--- src/rtl/csr_trap_seq.sv ---
// rtl/csr_trap_seq.sv - machine-mode trap/mret sequencer driving the CSR register file
//
// Build option: CSR_TRAP_VECTORED_EN enables vectored interrupt redirection
// (mtvec[1:0]==01 with an interrupt cause); left undefined, redirects are always direct.
//
// Ports:
//   clk, rst        clock, synchronous active-high reset
//   trap_req        trap request pulse, sampled only while idle
//   trap_epc        faulting PC
//   trap_cause      mcause value, bit31 = interrupt
//   trap_tval       mtval value
//   mret_req        mret request pulse, sampled only while idle (trap wins a tie)
//   mstatus         current mstatus from the register file
//   csr_rdata       register-file read data, combinational from csr_raddr
//   csr_raddr       register-file read address
//   csr_w           register-file write enable
//   csr_waddr       register-file write address
//   csr_wdata       register-file write data
//   csr_wsc_mode    write/set/clear mode, always 01 (plain write)
//   busy            sequencer active, pipeline holds
//   redirect_valid  one-cycle PC redirect strobe
//   redirect_pc     redirect target, valid with redirect_valid
module csr_trap_seq #(
  parameter logic [11:0] MSTATUS_ADDR = 12'h300,
  parameter logic [11:0] MTVEC_ADDR   = 12'h305,
  parameter logic [11:0] MEPC_ADDR    = 12'h341,
  parameter logic [11:0] MCAUSE_ADDR  = 12'h342,
  parameter logic [11:0] MTVAL_ADDR   = 12'h343
) (
  input  logic        clk,
  input  logic        rst,
  input  logic        trap_req,
  input  logic [31:0] trap_epc,
  input  logic [31:0] trap_cause,
  input  logic [31:0] trap_tval,
  input  logic        mret_req,
  input  logic [31:0] mstatus,
  input  logic [31:0] csr_rdata,
  output logic [11:0] csr_raddr,
  output logic        csr_w,
  output logic [11:0] csr_waddr,
  output logic [31:0] csr_wdata,
  output logic [1:0]  csr_wsc_mode,
  output logic        busy,
  output logic        redirect_valid,
  output logic [31:0] redirect_pc
);

  typedef enum logic [2:0] {
    IDLE,
    W_MEPC,
    W_MCAUSE,
    W_MTVAL,
    W_MSTATUS,
    R_MTVEC,
    R_MSTATUS_RET,
    R_MEPC
  } state_e;

  state_e      state_q;
  logic [31:0] cause_q;
  logic [31:0] tval_q;
  logic [31:0] mstatus_snap_q;
  logic        csr_w_q;
  logic [11:0] csr_waddr_q;
  logic [31:0] csr_wdata_q;
  logic [1:0]  csr_wsc_mode_q;
  logic        busy_q;
  logic        redirect_valid_q;

  // Trap entry: MPIE <= MIE, MIE <= 0, MPP <= M.
  function automatic logic [31:0] trap_mstatus(input logic [31:0] s);
    logic [31:0] r;
    r         = s;
    r[7]      = s[3];
    r[3]      = 1'b0;
    r[12:11]  = 2'b11;
    return r;
  endfunction

  // mret: MIE <= MPIE, MPIE <= 1, MPP stays M (only M-mode exists here).
  function automatic logic [31:0] mret_mstatus(input logic [31:0] s);
    logic [31:0] r;
    r         = s;
    r[3]      = s[7];
    r[7]      = 1'b1;
    r[12:11]  = 2'b11;
    return r;
  endfunction

  always_ff @(posedge clk) begin
    if (rst) begin
      state_q          <= IDLE;
      cause_q          <= '0;
      tval_q           <= '0;
      mstatus_snap_q   <= '0;
      csr_w_q          <= 1'b0;
      csr_waddr_q      <= '0;
      csr_wdata_q      <= '0;
      csr_wsc_mode_q   <= 2'b00;
      busy_q           <= 1'b0;
      redirect_valid_q <= 1'b0;
    end else begin
      // Write/redirect strobes are one state long; each arm re-asserts as needed.
      csr_wsc_mode_q   <= 2'b01;
      csr_w_q          <= 1'b0;
      redirect_valid_q <= 1'b0;
      case (state_q)
        IDLE: begin
          if (trap_req) begin
            cause_q        <= trap_cause;
            tval_q         <= trap_tval;
            mstatus_snap_q <= mstatus;
            state_q        <= W_MEPC;
            csr_w_q        <= 1'b1;
            csr_waddr_q    <= MEPC_ADDR;
            csr_wdata_q    <= {trap_epc[31:2], 2'b00};
            busy_q         <= 1'b1;
          end else if (mret_req) begin
            state_q        <= R_MSTATUS_RET;
            csr_w_q        <= 1'b1;
            csr_waddr_q    <= MSTATUS_ADDR;
            csr_wdata_q    <= mret_mstatus(mstatus);
            busy_q         <= 1'b1;
          end
        end
        W_MEPC: begin
          state_q     <= W_MCAUSE;
          csr_w_q     <= 1'b1;
          csr_waddr_q <= MCAUSE_ADDR;
          csr_wdata_q <= cause_q;
        end
        W_MCAUSE: begin
          state_q     <= W_MTVAL;
          csr_w_q     <= 1'b1;
          csr_waddr_q <= MTVAL_ADDR;
          csr_wdata_q <= tval_q;
        end
        W_MTVAL: begin
          state_q     <= W_MSTATUS;
          csr_w_q     <= 1'b1;
          csr_waddr_q <= MSTATUS_ADDR;
          csr_wdata_q <= trap_mstatus(mstatus_snap_q);
        end
        W_MSTATUS: begin
          state_q          <= R_MTVEC;
          redirect_valid_q <= 1'b1;
        end
        R_MTVEC: begin
          state_q <= IDLE;
          busy_q  <= 1'b0;
        end
        R_MSTATUS_RET: begin
          state_q          <= R_MEPC;
          redirect_valid_q <= 1'b1;
        end
        R_MEPC: begin
          state_q <= IDLE;
          busy_q  <= 1'b0;
        end
        default: begin
          state_q <= IDLE;
          busy_q  <= 1'b0;
        end
      endcase
    end
  end

  // Read address follows the state so the register file answers in the same cycle.
  always_comb begin
    csr_raddr = MSTATUS_ADDR;
    case (state_q)
      R_MTVEC: csr_raddr = MTVEC_ADDR;
      R_MEPC:  csr_raddr = MEPC_ADDR;
      default: csr_raddr = MSTATUS_ADDR;
    endcase
  end

  // The target comes from a combinational read in the redirect state itself, so
  // it cannot be flopped without adding a cycle; it is forced to zero whenever
  // the registered strobe is low, which also gives it a zero reset value.
  logic [31:0] target;
  logic        unused_bits;

`ifdef CSR_TRAP_VECTORED_EN
  always_comb begin
    target = {csr_rdata[31:2], 2'b00};
    if (state_q == R_MTVEC && csr_rdata[1:0] == 2'b01 && cause_q[31])
      target = {csr_rdata[31:2], 2'b00} + {cause_q[29:0], 2'b00};
  end
  assign unused_bits = ^{trap_epc[1:0], cause_q[30]};
`else
  assign target      = {csr_rdata[31:2], 2'b00};
  assign unused_bits = ^{trap_epc[1:0], csr_rdata[1:0]};
`endif

  assign redirect_pc    = redirect_valid_q ? target : 32'h0;
  assign redirect_valid = redirect_valid_q;
  assign csr_w          = csr_w_q;
  assign csr_waddr      = csr_waddr_q;
  assign csr_wdata      = csr_wdata_q;
  assign csr_wsc_mode   = csr_wsc_mode_q;
  assign busy           = busy_q;

endmodule
--- config.mk ---
export PLATFORM = sky130hd
export DESIGN_NAME = csr_trap_seq
export DESIGN_NICKNAME = d
export VERILOG_FILES = /design/src/rtl/csr_trap_seq.sv
export SDC_FILE = /design/constraint.sdc
export NUM_CORES = 1
export LEC_CHECK = 0
export CORE_MARGIN = 8
export CORE_UTILIZATION = 40
export CTS_CLUSTER_DIAMETER = 100
export DETAILED_ROUTE_END_ITERATION = 8
export PLACE_DENSITY_LB_ADDON = 0.08
export SYNTH_ARGS = -nofsm -noshare
export SYNTH_HDL_FRONTEND = slang
export SYNTH_SLANG_ARGS = --single-unit
--- constraint.sdc ---
create_clock -name clk -period 2.15 [get_ports clk]
set_input_delay 0.43 -clock clk [delete_from_list [all_inputs] [get_ports clk]]
set_output_delay 0.43 -clock clk [all_outputs]
set_load 0.01 [all_outputs]
==> results of run 1 <==
-- kinds of logic after synthesis --
family	share of synthesized area, %
mux	9.13
xor+xnor	0.143
other cells	0.122
simple gates	19.6
compound gates	19.0
flops	44.4
buf+inv	7.69
-- where the power goes --
| part | switching (mW) | leakage (nW) | internal, mW | total [mW] |
|---|---|---|---|---|
| Sequential | 0.154 | 1.12 | 2.79 | 2.95 |
| Combinational | 0.862 | 2.13 | 0.945 | 1.81 |
| Clock | 1.08 | 0.322 | 2.15 | 3.22 |
| Total | 2.09 | 3.57 | 5.88 | 7.97 |
-- placed cells by master (no fill, tap or decap), types with 4 or more instances in the layout --
cell type	synthesis	layout
dfxtp_1	136	133
clkbuf_16	0	17
mux2i_1	56	56
buf_4	22	23
nor3_1	5	5
clkdlybuf4s50_1	0	229
nor3b_1	5	5
nand2b_1	5	4
bufinv_16	0	5
conb_1	2	19
a21oi_1	101	101
buf_12	0	5
a32o_1	31	31
inv_1	4	4
and2_1	30	30
o21ai_0	6	6
a2bb2oi_1	29	29
nand2_1	217	217
-- through the flow --
stage	hold WS [ns]	total power [mW]	util, %	worst slack, ns	instances
2_1_floorplan	0.436	3.94	-	0.519	749
3_3_place_gp	0.441	4.77	56.7	0.168	1109
3_5_place_dp	0.446	4.81	56.7	0.150	1109
4_1_cts	0.344	8.03	61.1	0.0103	1140
5_1_grt	0.371	8.33	61.3	0.00948	1143
6_report	0.360	7.97	61.3	0.0985	1143
-- cell type report --
type                    instances  share of cell area (%)
repair buffers                258                    27.8
clock inverters                11                    2.10
flip-flops and latches        136                    29.5
well taps                     188                    2.54
clock buffers                  20                    5.04
multi-input cells             525                    32.8
inverters                       5                   0.203
-- worst paths after layout --
path / startpoint / endpoint / slack [ns] / cells past startpoint
setup / recovery: redirect_valid / redirect_pc[4] / 0.1 / 3
setup reg to reg: state_q[0] / csr_wdata[9] / 0.24 / 5
hold / removal: rst / csr_wsc_mode[0] / 0.36 / 2
hold reg to reg: tval_q[29] / tval_q[29] / 0.45 / 2
-- critical path: stages (launching register included) --
cell	delay, ns
dfxtp_1	0.35
buf_12	0.16
and2_1	0.13
clkdlybuf4s50_1	0.56
-- routing by layer --
| layer | track usage [%] | vias to the layer above | wire length, um | share of wire, % |
|---|---|---|---|---|
| met3 | 5.44 | 16 | 1320 | 6.7 |
| li1 | - | 2889 | - | - |
| met5 | 0 | - | 0 | 0 |
| met2 | 33.2 | 207 | 9440 | 48 |
| met4 | 5.83 | 0 | 206 | 1.0 |
| met1 | 23.8 | 2726 | 8700 | 44 |
-- repair_timing --
action                     4_1_cts  5_1_grt
setup endpoints to repair        3       31
buffers inserted                 0        3
resized for setup                2        4
-- registers in the layout, indices dropped and copies added (netlist names) --
name / flops
cause_q: 32
csr_wdata: 32
state_q: 3
csr_w: 1
csr_wsc_mode: 1
csr_waddr: 4
busy: 1
tval_q: 32
mstatus_snap_q: 29
redirect_valid: 1
==> results.txt, run 1 <==
The run finished with clean final reports. The die is 140 um tall. The startpoint type of the worst setup path is a flop. In this run, synthesis produced a sequential element count of 136. TritonCTS built the clock tree.

Using the TritonRoute via totals, the vias-per-cell ratio works out to 5.11. In this run the power density over the cells is 862 nW/um^2. The run gives 0.42 ns as the latest clock arrival within the worst-skew pair.

The final design area excluding fillers was 9260 um^2. The logs give 6140 um^2 for the synthesized area and 0 ns for the final setup TNS. The Yosys step of the flow raised 0 warnings.

The clock period could shrink to 2.05 ns. Dividing the detail-routed wire length by the instance count gives 17.2 um. The tools report the final global-route overflow total as 0. The floorplan step set the die width to 140 um.

For this run, the total global-route usage over all layers was measured as 19.6%. Cells with a size suffix above 1 make up 7.43% of the layout. Via count: 5838.

For the final database, setup skew stands at 0.00523 ns. In this run the number of H-tree levels came out at 4. In this run the tool buffered the top-level ports with 231 buffer cells.

Endpoint type of the worst setup path: a primary output. After detailed routing, the number of remaining DRC violations is 0. Violation count after the first detailed-route iteration: 314.

The commonest cells after synthesis are nand2_1 (217), dfxtp_1 (136), a21oi_1 (101). The gate count of the mapped netlist was 732; the number of pins exceeding their max-slew limit in the final report was 0. The initial antenna violation count is 0.

The area added between synthesis and finish came out at 50.8%. The root buffer cell is clkbuf_16. The logs give 2 for the number of buffers on the longest clock path and 5814 for the number of global-route vias before repair. Counting flops with a built-in enable in the synthesized netlist gives 0. For this design, the CTS-stage hold fixing added 0 buffers.

Yosys mapped the design onto 36 distinct sky130hd cell types. In this run the remaining antenna-violating nets after routing total 0. The die area is 19600 um^2. Entering global routing, the biggest net connects 68 pins. The part of the cycle the worst path needs is 95.4%. Setup violations remaining at the end of the flow were counted as 0. The maximum frequency from static timing analysis came out at 0.487 GHz. Before antenna repair, the detailed router went through 5 iterations. In the final design database the tool counted 1107 nets. At the worst endpoint, the required time is 1.72 ns.

The initial utilization of the core area, before any placement, comes to 40.7%. Per-instance average area after synthesis: 8.38 um^2. The clock transition at the registers of the reported paths works out to 0.06 ns.

Summing all placed instances gives a cell area of 8550 um^2. Along the worst path, the maximum fanout reaches 31. For the worst endpoint data arrival time, the log shows 1.62 ns.

Critical path class: flop to primary output. The multi-input combinational cells in the finished layout cover a total of 3040 um^2. VDD sags by at most 0.515 mV. The number of max-cap violations was 0.

Of the synthesized area, sequential elements account for 44.4%. The congestion estimate from routability-driven global placement came to 0.785. 257 I/O pins were placed. In the post-synthesis netlist, the biggest area contributors are dfxtp_1 (44%), nand2_1 (13%), mux2i_1 (9.1%).

The first global-routing pass estimated 30.6 mm of wire. Proportion of register bits with asynchronous set or reset after synthesis: 0%. In this run the standard cell core region covers 15100 um^2. The run gives 2730 um^2 as the sequential cell area in the final layout.

In the synthesized netlist the dominant register cell turns out to be dfxtp_1. Setup repair after global routing left no endpoint under its margin. The antenna diode instance count is 0.

The tools report the cell leakage power as 3.57 nW. Most common cell in the synthesized netlist: nand2_1. Counting the buffers created by CTS gives 17.

The routed design has 19.7 mm of wire. In this run the tightest slew margin relative to its limit is 50.5%. The logs give 0 for the number of hold violations in the final report and 1321 for the total of fill cells in the finished design. Detailed placement finished with a half-perimeter wire length of 14.0 mm. CTS saw 136 sinks.

For the pin with the worst max-slew slack, the measured transition is 0.741 ns. The portion of synthesized cell area occupied by the leading cell type was 44.4%; the number of rows created at floorplan was 45. In this run the worst hold path is classified as primary input to flop. The largest area contributor in the synthesized netlist is dfxtp_1.
Power figures use the tool's default switching activity.
==> run 2: changes to the inputs <==
- ABC_AREA: not set -> 1
- CORE_UTILIZATION: 40 -> 45
- SKIP_CTS_REPAIR_TIMING: not set -> 1
==> run 2 against run 1 <==
First-iteration DRC count up 30%. Via count up 17%. Flip-flop and latch count unchanged. Die area down 1.4%. Worst setup slack better by 0.010 ns. Largest power group is now combinational cells. Design area up 4.7%. Combinational power rose to 2.6 times the previous value. Core utilization up 3.3 points. Total power up 43%. Sequential power up 29%. Sequential share of layout area down 1.3 points.
==> results.txt, run 2 <==
The run finished with clean final reports. The logs give 0.441 ns (+0.0816 ns) for the worst slack on hold paths and 68 (unchanged) for the maximum number of pins on one net before global-route repair. The run gives 15000 um^2 (-0.75%) as the total core area. The final RePlAce weighted congestion is 0.767 (-2.3%), and the final routed wire length divided by cell count is 15.2 um (-12%). The number of global-route vias before repair is 6461 (+11%). For the minimum setup slack in the final design, the log shows 0.109 ns (+0.0105 ns). The TritonCTS buffer count was 17 (unchanged). The worst IR drop on VDD was 0.733 mV (+42%).

The commonest cells after synthesis are nand2_1 (157), inv_1 (153), dfxtp_1 (136). Filler-free cell count of the finished design: 1388 (+21%). The antenna diode instance count was 0 (unchanged); the die area was 19300 um^2 (-1.4%). The adder-cell share of the synthesized area is 0% (unchanged), and the final period demand of the worst path is 2.04 ns (-0.0105 ns). The total global routing track utilization is 21.7% (+2.1 points).

The critical path class was flop to primary output. The number of rows created at floorplan is 45 (unchanged). Final design area excluding fillers: 9690 um^2 (+4.7%). The global-route wire length before repair is 34.1 mm (+11%), and the number of max-cap violations is 0 (unchanged).

Final global-route overflow total: 0 (unchanged). The worst setup path is launched from a flop. The run gives 1351 (+22%) as the number of nets at the end of the flow. The latest clock arrival within the worst-skew pair is 0.42 ns (about the same), and the cell area after placement is 9040 um^2 (+5.7%).

The tools report the cell leakage power as 4.28 nW (+20%). The via count normalized by instance count was 4.93 (-3.5%). Among all cell types in the netlist, the one instantiated most often is nand2_1.

The per-instance average area after synthesis was 6.83 um^2 (-19%); the overall power after layout was 11.4 mW (+43%). The tools report the endpoint type of the worst setup path as a primary output. Largest area contributor in the synthesized netlist: dfxtp_1.

The root buffer cell is clkbuf_16. The kind of path behind the tightest hold check was flop to flop. Setup repair after global routing left no endpoint under its margin. The via count is 6841 (+17%), and the part of the cycle the worst path needs is 94.9% (-0.49 points). The number of pins exceeding their max-slew limit in the final report was 0 (unchanged); the sequential cell area in the final layout was 2730 um^2 (about the same).

The maximum frequency from static timing analysis was 0.490 GHz (+0.51%). The logs give 0 (unchanged) for the initial antenna violation count and 26 (-28%) for the post-synthesis cell type count. The proportion of register bits with asynchronous set or reset after synthesis works out to 0% (unchanged). The clock transition at the registers of the reported paths works out to 0.05 ns (about the same). The final clock skew was 0.00675 ns (+0.00152 ns); the proportion of layout cells with a drive suffix above 1 was 5.67% (-1.8 points).

The total wire length after detailed routing is 21.1 mm (+7.3%). TritonCTS built the clock tree. Multiplexer share of the synthesized area: 0% (-9.1 points). The post-synthesis register bit count is 136 (unchanged).

The library cell used most frequently in the layout, excluding fill and tap cells, is clkdlybuf4s50_1. Total placed cells including tap cells: 1352 (+22%). The vertical die dimension came out at 139 um (-0.69%). The largest fanout of any net on the critical path is 31 (unchanged), and the total clock sinks is 136 (unchanged). The XOR/XNOR share of the synthesized area works out to 0% (-0.14 points).

The slew of the pin with the lowest slew margin was 0.875 ns (+0.134 ns); the worst endpoint data arrival time was 1.61 ns (about the same). The gate count of the mapped netlist was 995 (+36%); the total power density per cell area was 1180 nW/um^2 (+37%). The worst max-slew margin expressed relative to the limit is 41.5% (-9.0 points). The detailed-route DRC error count is 0 (unchanged). The number of hold violations in the final report is 0 (unchanged). Leaving out fill and tap cells, the most frequent cells in the layout are clkdlybuf4s50_1 (229), nand2_1 (157), inv_1 (152).

The number of H-tree levels is 4 (unchanged). The required time reported for the critical path endpoint was 1.72 ns (about the same). The width of the die came out at 139 um (-0.69%). In the synthesized netlist the dominant register cell turns out to be dfxtp_1.

By area the synthesized netlist is led by dfxtp_1 (40%), a21oi_1 (9.1%), nand2_1 (8.7%). For the total of fill cells in the finished design, the log shows 1440 (+9.0%). The area used by multi-input combinational logic is 2920 um^2 (-4.0%), and the worst-case register-to-register setup slack is 0.36 ns (+0.12 ns). The number of buffers on the longest clock path came out at 2 (unchanged).

The logs give 0 (unchanged) for the total number of yosys warnings and 40.1% (-4.3 points) for the share of synthesized area occupied by flip-flops and latches. The logs give 5 (unchanged) for the detailed-routing iteration count for the pre-antenna-repair pass and 407 (+30%) for the violation count after the first detailed-route iteration. The area fraction in compound gates after synthesis is 19.3% (+0.29 points), and the portion of synthesized cell area occupied by the leading cell type is 40.1% (-4.3 points).

The logs give 0.167 ns (+0.0176 ns) for the worst slack after detailed placement and 0 (unchanged) for the remaining number of nets flagged by the antenna check after routing. The logs give 14.5 mm (+3.7%) for the detailed-placement wirelength estimate and 257 (unchanged) for the I/O pin count. The number of port buffers was 231 (unchanged); the area added between synthesis and finish was 42.5%. The starting density of the core came out at 45.4% (+4.7 points). The logs give 0 (unchanged) for the number of failing setup endpoints in the final timing report and 6800 um^2 (+11%) for the synthesized area. The share of synthesized cell area in and, or, nand and nor gates came out at 22.5% (+2.9 points). The largest family of logic cells by synthesized area was simple AND/OR/NAND/NOR gates.

The number of enable-type register cells in the synthesized netlist works out to 0 (unchanged).
==> run 2: kinds of logic (layout without fill, tap and decap cells) <==
group           Yosys count  count (layout)
simple gates            337             337
compound gates          258             258
flops                   136             136
other cells               2              19
buf+inv                 262             450
==> run 2: per-stage QoR <==
stage / utilization [%] / TNS [ns]
6_report: 64.7 / 0
5_1_grt: 64.7 / 0
4_1_cts: 64.4 / -0.402
3_5_place_dp: 60.4 / 0
3_3_place_gp: 60.4 / 0
2_1_floorplan: - / 0
==> run 2: worst max-delay path, cell delays in order (launching register included) <==
cell	delay (ns)
dfxtp_1	0.35
buf_12	0.17
nand2_1	0.07
inv_1	0.05
clkdlybuf4s50_1	0.53
==> run 2: final timing paths <==
check,depth (start not counted),start,to
setup reg to reg,6,state_q[0],csr_wdata[0]
hold / removal,2,tval_q[23],tval_q[23]
hold reg to reg,2,tval_q[23],tval_q[23]
setup / recovery,4,redirect_valid,redirect_pc[15]
==> run 2: where the power goes <==
part / total [mW] / internal (mW) / switching, mW
Combinational: 4.66 / 1.98 / 2.68
Clock: 2.94 / 1.86 / 1.07
Sequential: 3.81 / 3.37 / 0.444
Total: 11.4 / 7.21 / 4.20
==> run 2: metal layers <==
metal | routed length, um | up-vias | GRT usage, %
met5 | 0 | - | 0
met4 | 206 | 0 | 5.49
met3 | 1440 | 21 | 6.95
met2 | 9740 | 211 | 35.1
met1 | 9720 | 3045 | 27.5
li1 | - | 3564 | -
==> run 2: cell type report <==
type                       instances  area share (%)
multi-input combinational        614            30.1
sequential                       136            28.2
timing repair buffer             256            26.8
inverter                         162            6.29
clock buffer                      26            5.26
tap                              188            2.43
clock inverter                     6           0.904
==> run 3: changes to the inputs <==
- CORE_ASPECT_RATIO: not set -> 1.75
- SETUP_SLACK_MARGIN: not set -> 0.4
- SKIP_LAST_GASP: not set -> 1
==> run 3 against run 2 <==
Worst setup slack improved by 0.32 ns. Count of clock-buffer cells in the layout fell by 6. Global-route usage rose by 0.74 points. Final cell count rose by 0.65%. Combinational power rose by 1%. Largest cell class unchanged.
==> results.txt, run 3 (synthesis results as in run 2) <==
The run finished with clean final reports. The largest fanout of any net on the critical path works out to 2 (-94%). The I/O pin count is 257 (unchanged).

Startpoint of the worst register-to-register path: state_q[1]. The tightest min-delay check is of the flop to flop type. The via count normalized by instance count was 5.07 (+2.9%); the part of the cycle the worst path needs was 80.1% (-15 points).

The tools report the filler-free cell count of the finished design as 1397 (+0.65%). The met2 layer usage reported by global route is 41.2% (+6.1 points). The run gives 43.8% (+2.3 points) as the worst max-slew margin expressed relative to the limit. The proportion of power drawn by combinational gates came out at 40.6% (-0.2 points). Setup repair after global routing left no endpoint under its margin.

The number of H-tree levels was 4 (unchanged). The sequential share of power is 33.1% (-0.3 points), and the total power density per cell area is 1160 nW/um^2 (-1.5%). STA classifies the critical path startpoint as a flop. The overall power after layout is 11.6 mW (+1.8%), and the number of rows created at floorplan is 59 (+31%). The remaining number of nets flagged by the antenna check after routing was 0 (unchanged); the TritonCTS buffer count was 17 (unchanged). The final routed wire length divided by cell count is 16.1 um (+5.8%), and the total global routing track utilization is 22.5% (+0.74 points). The total wire length after detailed routing is 22.5 mm (+6.5%), and the depth of the worst register-to-register path is 6 (unchanged).

The net switching fraction of the power was 36.8% (+0.041 points). Detailed-routing iteration count for the pre-antenna-repair pass: 5 (unchanged). The met3 demand-to-capacity share in global routing is 5.64% (-1.3 points). The critical path class was flop to primary output. Final period demand of the worst path: 1.72 ns (-0.319 ns). The number of port buffers is 231 (unchanged), and the total core area is 14800 um^2 (-0.93%). The run gives 0.41 ns (about the same) as the latest clock arrival within the worst-skew pair.

The slew of the pin with the lowest slew margin was 0.842 ns (-0.0331 ns). The internal power contribution is 7.34 mW (+1.8%). The logs give 0.866 (+13%) for the final RePlAce weighted congestion and 19400 um^2 (+0.80%) for the die area. Worst hold path cell count: 2 (unchanged). met2 is the most crowded layer. The number of hold violations in the final report was 0 (unchanged). The clock transition at the registers of the reported paths was 0.06 ns (about the same). Walking the worst path, the cells encountered are clkdlybuf4s50_1. The tools report the start point of the critical path as csr_wdata[18]. The tools report the detailed-placement wirelength estimate as 16.1 mm (+11%). The dominant delay contributor by cell family on the critical path was buffers and inverters. The width of the die came out at 109 um (-22%). The via count came out at 7086 (+3.6%).

The cell leakage power is 5.42 nW (+27%), and the number of pins exceeding their max-slew limit in the final report is 0 (unchanged). The met1 usage in global routing was 23.4% (-4.1 points); the number of global-route vias before repair was 6808 (+5.4%). The stage delay of the slowest cell on the critical path is 0.55 ns (+0.02 ns), and the clock share of power is 26.4% (+0.6 points).

The total placed cells including tap cells is 1355 (+0.22%), and the area added between synthesis and finish is 47.3%. The worst endpoint data arrival time is 1.29 ns (-0.32 ns). TritonCTS built the clock tree. For the number of nets at the end of the flow, the log shows 1364 (+0.96%). The final global-route overflow total was 0 (unchanged).

The slowest stage of the critical path is the clkdlybuf4s50_1 cell. Leaving out fill and tap cells, the most frequent cells in the layout are clkdlybuf4s50_1 (165), nand2_1 (156), inv_1 (152). The logs give 0 (unchanged) for the detailed-route DRC error count and 2 (unchanged) for the number of buffers on the longest clock path.

Origin of the worst min-delay path: tval_q[17]. The number of max-cap violations came out at 0 (unchanged). Leaving out fill and tap cells, the most frequent cell in the layout is clkdlybuf4s50_1. Number of failing setup endpoints in the final timing report: 0 (unchanged). The worst IR drop on VDD is 0.757 mV (+3.2%), and the worst path buffer plus inverter count is 1 (-2).

The tools report the maximum number of pins on one net before global-route repair as 68 (unchanged). For the starting density of the core, the log shows 45.8% (+0.42 points). The violation count after the first detailed-route iteration is 302 (-26%). The vertical die dimension was 179 um (+29%); the number of cells on the critical path was 1 (-3).

The proportion of layout cells with a drive suffix above 1 is 6.85% (+1.2 points). STA classifies the critical path endpoint as a primary output. For the initial antenna violation count, the log shows 1 (+1).

The final clock skew is 0.00920 ns (+0.00245 ns), and the switching component of the power is 4.28 mW (+2.0%). Required time reported for the critical path endpoint: 1.72 ns (about the same). The total clock sinks is 136 (unchanged). The global-route wire length before repair came out at 34.3 mm (+0.65%).

The logs give 0.581 GHz (+19%) for the maximum frequency from static timing analysis and 1340 (-6.9%) for the total of fill cells in the finished design. In this run the clock root is driven by a clkbuf_16.
run 3: cell types whose count changed in the layout (fill, tap and decap cells not counted), moves of 3 or more:
| cell | previous run | this run |
|---|---|---|
| dlymetal6s2s_1 | 1 | 66 |
| clkdlybuf4s50_1 | 229 | 165 |
| buf_4 | 17 | 27 |
| clkbuf_8 | 5 | 1 |
| dfxtp_4 | 1 | 4 |
run 3: metal layers:
layer | vias to the layer above | share of wire [%]
met4 | 0 | 2.0
met1 | 3230 | 37
met3 | 23 | 6.6
li1 | 3604 | -
met2 | 229 | 54
met5 | - | 0
run 3: worst paths after layout:
check,endpoint,slack (ns)
max,csr_wdata[18],0.43
min,tval_q[17],0.44
max reg2reg,csr_wdata[1],0.49
min reg2reg,tval_q[17],0.44
run 3: layout make-up:
type / instances / area [um^2] / share of cell area, %
multi-input combinational: 615 / 2930 / 29.2
timing repair buffer: 268 / 2890 / 28.8
sequential: 136 / 2740 / 27.3
inverter: 162 / 612 / 6.11
clock buffer: 20 / 447 / 4.46
tap: 183 / 229 / 2.29
clock inverter: 11 / 171 / 1.71
antenna: 2 / 5.00 / 0.0500
run 3: power by group through the flow:
stage	sequential, mW	combinational, mW	clock [mW]
finish	3.84	4.71	3.06
global placement	3.90	4.56	0
floorplan	3.93	2.79	0
global route	3.94	5.20	3.24
CTS	3.88	4.64	3.10
detailed placement	3.92	4.62	0
run 3: metrics by stage:
stage / setup TNS, ns / area [um^2] / hold slack [ns] / worst slack (ns) / util [%]
6_report: 0 / 10000 / 0.443 / 0.428 / 67.5
5_1_grt: 0 / 10000 / 0.457 / 0.402 / 67.5
4_1_cts: -0.430 / 9730 / 0.443 / -0.127 / 65.5
3_5_place_dp: 0 / 9110 / 0.435 / 0.139 / 61.4
3_3_place_gp: 0 / 9110 / 0.430 / 0.141 / 61.4
2_1_floorplan: 0 / 6860 / 0.423 / 0.682 / -
